**src/rtl/quad_encoder_gen.sv**
```systemverilog
// Quadrature A/B waveform generator driven by {direction, step count} commands.
// Ports: CLK, RST_N (async active-low), i_valid/i_cw/i_steps command in,
//   o_ready/o_busy/o_done status, o_phase_a/o_phase_b registered phases,
//   o_pos signed edge position (only when QUAD_POS_EN is defined).
module quad_encoder_gen #(
    parameter int unsigned p_STEP_WIDTH = 8,
    parameter int unsigned p_DIV        = 1000,
    parameter int unsigned p_EDGES      = 4
) (
    input  logic                    CLK,
    input  logic                    RST_N,
    input  logic                    i_valid,
    input  logic                    i_cw,
    input  logic [p_STEP_WIDTH-1:0] i_steps,
    output logic                    o_ready,
    output logic                    o_busy,
    output logic                    o_done,
    output logic                    o_phase_a,
    output logic                    o_phase_b
`ifdef QUAD_POS_EN
    ,
    output logic signed [p_STEP_WIDTH+7:0] o_pos
`endif
);

    localparam int unsigned BW = p_STEP_WIDTH + 3;
    localparam int unsigned DW = (p_DIV > 1) ? $clog2(p_DIV) : 1;
    localparam logic [DW-1:0] DIV_M1  = DW'(p_DIV - 1);
    localparam logic [DW-1:0] CNT_ONE = DW'(1);

    typedef enum logic [1:0] {
        S_IDLE = 2'd0,
        S_EDGE = 2'd1,
        S_GAP  = 2'd2,
        S_DONE = 2'd3
    } state_e;

    state_e        state_q, state_d;
    logic [BW-1:0] budget_q, budget_d;
    logic [DW-1:0] cnt_q, cnt_d;
    logic          dir_q, dir_d;
    logic          pha_q, pha_d;
    logic          phb_q, phb_d;
    logic [BW-1:0] budget_init;
    logic          fire;
    logic          dir_use;

`ifdef QUAD_POS_EN
    logic signed [p_STEP_WIDTH+7:0] pos_q, pos_d;
`endif

    assign budget_init = BW'(i_steps) * BW'(p_EDGES);

    // The edge is applied on the clock that enters EDGE, so the EDGE
    // cycle is the one that shows the new phase. During IDLE the
    // direction has not been latched yet, so take it from the input.
    assign dir_use = (state_q == S_IDLE) ? i_cw : dir_q;

    always_ff @(posedge CLK or negedge RST_N) begin
        if (!RST_N) begin
            state_q  <= S_IDLE;
            budget_q <= '0;
            cnt_q    <= '0;
            dir_q    <= 1'b0;
            pha_q    <= 1'b0;
            phb_q    <= 1'b0;
`ifdef QUAD_POS_EN
            pos_q    <= '0;
`endif
        end else begin
            state_q  <= state_d;
            budget_q <= budget_d;
            cnt_q    <= cnt_d;
            dir_q    <= dir_d;
            pha_q    <= pha_d;
            phb_q    <= phb_d;
`ifdef QUAD_POS_EN
            pos_q    <= pos_d;
`endif
        end
    end

    always_comb begin
        state_d  = state_q;
        budget_d = budget_q;
        cnt_d    = cnt_q;
        dir_d    = dir_q;
        fire     = 1'b0;

        unique case (state_q)
            S_IDLE: begin
                if (i_valid) begin
                    dir_d = i_cw;
                    if (budget_init == '0) begin
                        state_d = S_DONE;
                    end else begin
                        fire     = 1'b1;
                        budget_d = budget_init - BW'(1);
                        state_d  = S_EDGE;
                    end
                end
            end
            S_EDGE: begin
                if (p_DIV == 1) begin
                    // No spacing: back-to-back edges.
                    if (budget_q != '0) begin
                        fire     = 1'b1;
                        budget_d = budget_q - BW'(1);
                        state_d  = S_EDGE;
                    end else begin
                        state_d = S_DONE;
                    end
                end else begin
                    cnt_d   = DIV_M1;
                    state_d = S_GAP;
                end
            end
            S_GAP: begin
                // Leave as the counter reaches zero; <= guards underflow.
                if (cnt_q <= CNT_ONE) begin
                    cnt_d = '0;
                    if (budget_q != '0) begin
                        fire     = 1'b1;
                        budget_d = budget_q - BW'(1);
                        state_d  = S_EDGE;
                    end else begin
                        state_d = S_DONE;
                    end
                end else begin
                    cnt_d = cnt_q - CNT_ONE;
                end
            end
            S_DONE: begin
                state_d = S_IDLE;
            end
            default: begin
                state_d = S_IDLE;
            end
        endcase
    end

    // Gray step: CW toggles A when A==B, else B; CCW is the mirror.
    always_comb begin
        pha_d = pha_q;
        phb_d = phb_q;
        if (fire) begin
            if ((pha_q == phb_q) == dir_use) begin
                pha_d = ~pha_q;
            end else begin
                phb_d = ~phb_q;
            end
        end
    end

`ifdef QUAD_POS_EN
    always_comb begin
        pos_d = pos_q;
        if (fire) begin
            if (dir_use) begin
                pos_d = pos_q + (p_STEP_WIDTH+8)'(1);
            end else begin
                pos_d = pos_q - (p_STEP_WIDTH+8)'(1);
            end
        end
    end

    assign o_pos = pos_q;
`endif

    assign o_ready   = (state_q == S_IDLE);
    assign o_busy    = (state_q != S_IDLE);
    assign o_done    = (state_q == S_DONE);
    assign o_phase_a = pha_q;
    assign o_phase_b = phb_q;

endmodule
```
**config.mk**
```make
export PLATFORM = sky130hd
export DESIGN_NAME = quad_encoder_gen
export DESIGN_NICKNAME = d
export VERILOG_FILES = /design/src/rtl/quad_encoder_gen.sv
export SDC_FILE = /design/constraint.sdc
export NUM_CORES = 1
export LEC_CHECK = 0
export BUFFER_PORTS_ARGS = -buffer_cell sky130_fd_sc_hd__buf_2
export CAP_MARGIN = 20
export CORE_ASPECT_RATIO = 2
export CORE_UTILIZATION = 45
export DETAILED_ROUTE_END_ITERATION = 7
export HOLD_SLACK_MARGIN = 0.08
export PLACE_DENSITY = 0.72
export SLEW_MARGIN = 15
export SYNTH_ARGS = -nofsm -noshare
export SYNTH_HDL_FRONTEND = slang
export SYNTH_SLANG_ARGS = --single-unit
export TNS_END_PERCENT = 50
```
**constraint.sdc**
```tcl
create_clock -name CLK -period 3.1 [get_ports CLK]
set_input_delay 0 -clock CLK [delete_from_list [all_inputs] [get_ports CLK]]
set_output_delay 0 -clock CLK [all_outputs]
set_load 0.02 [all_outputs]
```
==> results of run 1 <==
[worst max-delay path, stage by stage, from the launching register on]
cell and delay, ns:
dfrtp_1 0.43, or4_4 0.60, nor4_4 0.37, nand4b_1 0.25, a21oi_1 0.21, o221a_2 0.32
[per-stage QoR]
| stage | cells | cell area [µm²] | hold slack [ns] | util (%) |
|---|---|---|---|---|
| 2_1_floorplan | 205 | 1840 | -0.296 | - |
| 3_3_place_gp | 267 | 1950 | 0.0509 | 50.3 |
| 3_5_place_dp | 267 | 1950 | 0.0351 | 50.3 |
| 4_1_cts | 272 | 2010 | 0.120 | 51.9 |
| 5_1_grt | 272 | 2010 | 0.158 | 51.9 |
| 6_report | 272 | 2010 | 0.119 | 51.9 |
[final cells by class]
class | count | area share [%]
clock buffers | 3 | 2.05
well taps | 51 | 3.17
inverters | 13 | 2.42
multi-input cells | 158 | 54.0
repair buffers | 21 | 6.09
flip-flops and latches | 26 | 32.3
[routing by layer]
metal / routed length, µm / up-vias / track usage, % / share of wire [%]
li1: - / 809 / - / -
met1: 1760 / 844 / 23.6 / 38
met2: 2600 / 35 / 41.9 / 57
met3: 107 / 12 / 2.34 / 2.3
met4: 113 / 0 / 8.57 / 2.5
met5: 0 / - / 0 / 0
[cell usage in the layout (no fill, tap or decap), types with 6 or more instances in the layout]
master	instances
buf_2	16
inv_1	13
ha_1	9
nor2_1	10
dfrtp_1	26
nand2_1	17
nand2b_1	6
o21ai_0	16
nor3_1	8
nand3_1	8
a21oi_1	14
o31ai_1	6
nor4_1	6
[cells by family after synthesis]
group	Yosys count	synth area share, %
mux	4	2.38
buf+inv	21	5.57
flops	26	35.3
xor+xnor	7	3.33
fa+ha+maj	9	6.12
simple gates	71	21.7
compound gates	67	25.6
[flip-flops by register name (all words and copies together) (netlist names)]
name and flops:
budget_q 11, cnt_q 10, state_q 2, dir_q 1, o_phase_a 1, o_phase_b 1
[final timing paths]
check                      depth (start not counted)  slack, ns           to         from
min reg2reg                                        1       0.52     cnt_q[4]     cnt_q[4]
max                                                5       0.81  budget_q[3]  budget_q[6]
max reg2reg                                        5       0.81  budget_q[3]  budget_q[6]
min                                                4       0.12  budget_q[6]   i_steps[4]
max in group asynchronous                          2       2.43  budget_q[9]        RST_N
min in group asynchronous                          2       0.27  budget_q[4]        RST_N
[power groups by stage]
stage                     Clock (mW)  Combinational [mW]  Sequential [mW]
after global routing           0.211               0.927            0.632
after CTS                      0.194               0.836            0.605
after detailed placement           0               0.828            0.612
after floorplan                    0               0.666            0.581
after global placement             0               0.818            0.604
final                          0.190               0.834            0.612
==> summary.txt, run 1 <==
maximum VDD drop: 0.000494 V
die area: 4370 µm²
P_leak: 0.808 nW
hold violation count in the final report: 0
diode count: 0
clock skew: 0.00597 ns
Post-synth ARST share: 100%
top cells by area, synth: dfrtp_1 35%, ha_1 6.1%, o21ai_0 4.4%
Worst Setup Path Type: flip-flop to flip-flop
worst skew pair latency: 0.27 ns
Max Cap Viol: 0
Crit Path Max Fanout: 6
most frequent cell after synthesis: dfrtp_1
Core Footprint: 3880 µm²
Final ANT Viol Nets: 0
Synth top area share: 35.4%
# nets final: 244
#FFs+latches synth: 26
crit path DAT: 2.45 ns
root buffer cell: clkbuf_8
most common flop cell mapped by yosys: dfrtp_1
CTS H-tree lvls: 1
initial antenna violation count: 0
CTS tree: yes
syn avg cell area: 8.98 µm²
clock tree sinks: 26
setup TNS: 0 ns
Die Y: 92.4 µm
Post-synth EDFFs: 0
CP Capture Type: flip-flop
DR iter-0 viols: 57
fmax: 437 MHz
Reg power frac: 37.4%
final slew viol count: 0
global placer's final weighted congestion: 0.873
sequential share of the synthesized area: 35.4%
switching power: 760 µW
ratio of cells with drive above 1 in the final layout: 15.8%
Post CTS Setup Buffer Count: 0
area of the multi-input gates: 1090 µm²
Tmin final: 2.29 ns
Mapped Nets: 226
Cell Int Power: 876 µW
Pwr Density: 812 nW/µm²
die width: 47.2 µm
row count: 32
Startpoint Class: flip-flop
Final period util: 73.8%
CTS Buffer Depth: 2
pre-CTS setup slack: 0.821 ns
largest net degree at the start of global routing: 28
WL final: 4.58 mm
vias in the first global route: 1611
Synth area leader: dfrtp_1
Sw Ratio: 46.4%
register area: 651 µm²
Yosys cell types: 48
Worst-Margin Slew: 0.728 ns
Avg WL per Cell: 16.8 µm
initial core utilization: 47.4%
vias after detailed routing: 1700
combinational share of power: 51.0%
critical path required time: 3.26 ns
worst setup margin: 0.813 ns
TritonCTS Buffers: 3
status: finished clean
area grow syn2layout: 9.45%
All-Layer GR Usage: 22.6%
Relative slew margins: 51.5%
RSZ-0062 raised after global routing: false
I/O pins: 17
top cell types by occurrence after synthesis: 26 x dfrtp_1, 17 x nand2_1, 16 x o21ai_0
Reg clk slew, reported paths: 0.08 ns
DRC Markers: 0
Mapped Area: 1840 µm²
synthesis warning total: 0
Worst Hold Class: input pin to flip-flop
Layout fillers: 379
final setup fails: 0
Clock Power Share: 11.6%
GRT overflow: 0
first-pass GRT wire length: 7.26 mm
I/O Buffers: 16
cts repair resizes: 0
Via density: 6.25
Syn Inst Count: 205
hold buffer count at CTS: 2
Tot Pwr: 1.64 mW
first drt pass iteration count: 4
Detailed Place HPWL: 3.42 mm
No activity file was read; power rests on OpenSTA's default activity.
==> run 2, diff against run 1 <==
--- a/config.mk
+++ b/config.mk
@@ -11,7 +11,7 @@
 export CORE_UTILIZATION = 45
 export DETAILED_ROUTE_END_ITERATION = 7
 export HOLD_SLACK_MARGIN = 0.08
-export PLACE_DENSITY = 0.72
+export PLACE_DENSITY = 0.75
 export SLEW_MARGIN = 15
 export SYNTH_ARGS = -nofsm -noshare
 export SYNTH_HDL_FRONTEND = slang
==> constraint.sdc (replaced) <==
create_clock -name CLK -period 1.9 [get_ports CLK]
set_input_delay 0 -clock CLK [delete_from_list [all_inputs] [get_ports CLK]]
set_output_delay 0 -clock CLK [all_outputs]
set_load 0.02 [all_outputs]
==> run 2 against run 1 <==
  * The flow now finishes with violations (negative setup slack)
  * First-iteration DRC count rose by 65%
  * Critical path depth rose by 3
  * Via count rose by 17%
  * Hold slack improved by 0.034 ns
  * Register-to-register slack got worse by 0.96 ns
  * Setup slack got worse by 0.96 ns
  * Final cell count rose by 18%
  * Maximum frequency rose by 12%
  * Global-route usage rose by 4.5 points
  * Clock power rose by 91%
  * Sequential power rose by 48%
  * Critical endpoint is now budget_q[8]
  * Largest power group unchanged
  * Highest routed layer unchanged
==> summary.txt, run 2 (same netlist as run 1, synthesis figures left out) <==
DRC Markers: 0
critical path required time: 2.06 ns
first-pass GRT wire length: 8.56 mm
Worst Hold Class: input pin to flip-flop
setup TNS: -1.31 ns
I/O pins: 17
Layout fillers: 313
most frequent cells in the layout: 46 x buf_4, 26 x dfrtp_1, 17 x nand2_1
setup slack, reg-to-reg: -0.14 ns
Detailed Place HPWL: 3.94 mm
I/O Buffers: 16
R2R Path Start: budget_q[0]
crit-path max cell delay: 0.47 ns
Final Non-Filler Cells: 321
final slew viol count: 0
crit-path cells: inv_1 > buf_4 > ha_1 > nand2b_1 > or4_1 > o31ai_2 > a31oi_1 > a21o_1
vias after detailed routing: 1984
first drt pass iteration count: 5
vias in the first global route: 1983
Relative slew margins: 59.1%
WL final: 5.62 mm
row count: 32
# nets final: 292
register area: 651 µm²
largest net degree at the start of global routing: 27
CP max stage cell: or4_1
die area: 4370 µm²
Worst-Margin Slew: 0.613 ns
Tmin final: 2.04 ns
CTS H-tree lvls: 1
GRT overflow: 0
RSZ-0062 raised after global routing: true
TritonCTS Buffers: 3
diode count: 0
DR iter-0 viols: 94
biggest regs: budget_q x11, cnt_q x10, state_q x2
Pwr Density: 1360 nW/µm²
Via density: 6.18
Final ANT Viol Nets: 0
hold violation count in the final report: 0
Post-Layout Inst Area: 2530 µm²
global placer's final weighted congestion: 0.967
failing checks: negative setup slack
initial core utilization: 47.4%
CP top delay family: simple AND/OR/NAND/NOR gates
hold_ws: 0.153 ns
Core Footprint: 3880 µm²
hold path depth: 4
r2r endpoint: budget_q[8]
die width: 47.2 µm
area of the multi-input gates: 1210 µm²
Placed Cells: 307
area grow syn2layout: 37.6%
max reg flops: 11
fmax: 490 MHz
Worst Setup Path Type: flip-flop to flip-flop
Crit Path Max Fanout: 3
ratio of cells with drive above 1 in the final layout: 38.1%
P_leak: 1.10 nW
Final period util: 108%
worst hold endpoint: budget_q[5]
root buffer cell: clkbuf_8
Largest Register: budget_q
worst skew pair latency: 0.27 ns
initial antenna violation count: 0
final setup fails: 17
CTS tree: yes
CP Buf/Inv Count: 2
Die Y: 92.4 µm
most common library cell in the layout ignoring fill and taps: buf_4
CTS Buffer Depth: 2
clock skew: 0.00253 ns
Avg WL per Cell: 17.5 µm
Max Cap Viol: 0
crit path DAT: 2.21 ns
Worst Hold Launch: i_steps[3]
placed cell area: 2260 µm²
Startpoint Class: flip-flop
maximum VDD drop: 0.000704 V
All-Layer GR Usage: 27.1%
CP Capture Type: flip-flop
Reg clk slew, reported paths: 0.09 ns
status: finished with violations
worst setup margin: -0.143 ns
clock tree sinks: 26
number of cells on the worst reg-to-reg path: 8
-- run 2: worst max-delay path by stage --
stage	depth (start not counted)	startpoint	endpoint	slack (ns)
global route	8	budget_q[0]	budget_q[6]	-0.27
floorplan	6	cnt_q[5]	budget_q[5]	-0.17
CTS	6	cnt_q[7]	budget_q[6]	-0.21
detailed placement	6	cnt_q[7]	budget_q[2]	-0.22
finish	8	budget_q[0]	budget_q[8]	-0.14
global placement	6	cnt_q[7]	budget_q[2]	-0.17
-- run 2: worst reg2reg max path, cell delays in order (launching register included) --
cell and delay (ns):
dfrtp_1 0.41, inv_1 0.10, buf_4 0.14, ha_1 0.18, nand2b_1 0.10, or4_1 0.47
o31ai_2 0.23, a31oi_1 0.12, a21o_1 0.18
-- run 2: through the flow --
stage | worst slack, ns | utilization (%) | total power [mW]
6_report | -0.143 | 65.2 | 3.43
5_1_grt | -0.268 | 65.2 | 3.66
4_1_cts | -0.205 | 61.5 | 3.23
3_5_place_dp | -0.218 | 58.1 | 2.74
3_3_place_gp | -0.171 | 58.1 | 2.69
2_1_floorplan | -0.170 | - | 2.04
-- run 2: cell type report --
class,count,share of cell area (%)
timing repair buffer,69,19.8
clock buffer,4,2.17
tap,51,2.52
multi-input combinational,158,47.9
sequential,26,25.7
inverter,13,1.93
-- run 2: what timing repair did --
action,in CTS,in global routing
cloned,0,1
endpoints found under the hold margin,27,0
gates resized for setup,10,28
endpoints found under the setup margin,14,24
buffers inserted,4,3
pin swaps,5,7
hold buffers,2,0
-- run 2: routing by layer --
layer	vias to the layer above	GRT usage [%]	share of wire, %
met5	-	0	0
met4	0	15.7	5.9
met3	37	4.29	3.8
met2	97	48.1	57
met1	944	27.0	33
li1	906	-	-
-- run 2: power breakdown --
| part | internal [mW] | leakage [nW] | switching (mW) |
|---|---|---|---|
| Combinational | 0.995 | 0.784 | 1.17 |
| Sequential | 0.753 | 0.283 | 0.153 |
| Clock | 0.186 | 0.0288 | 0.177 |
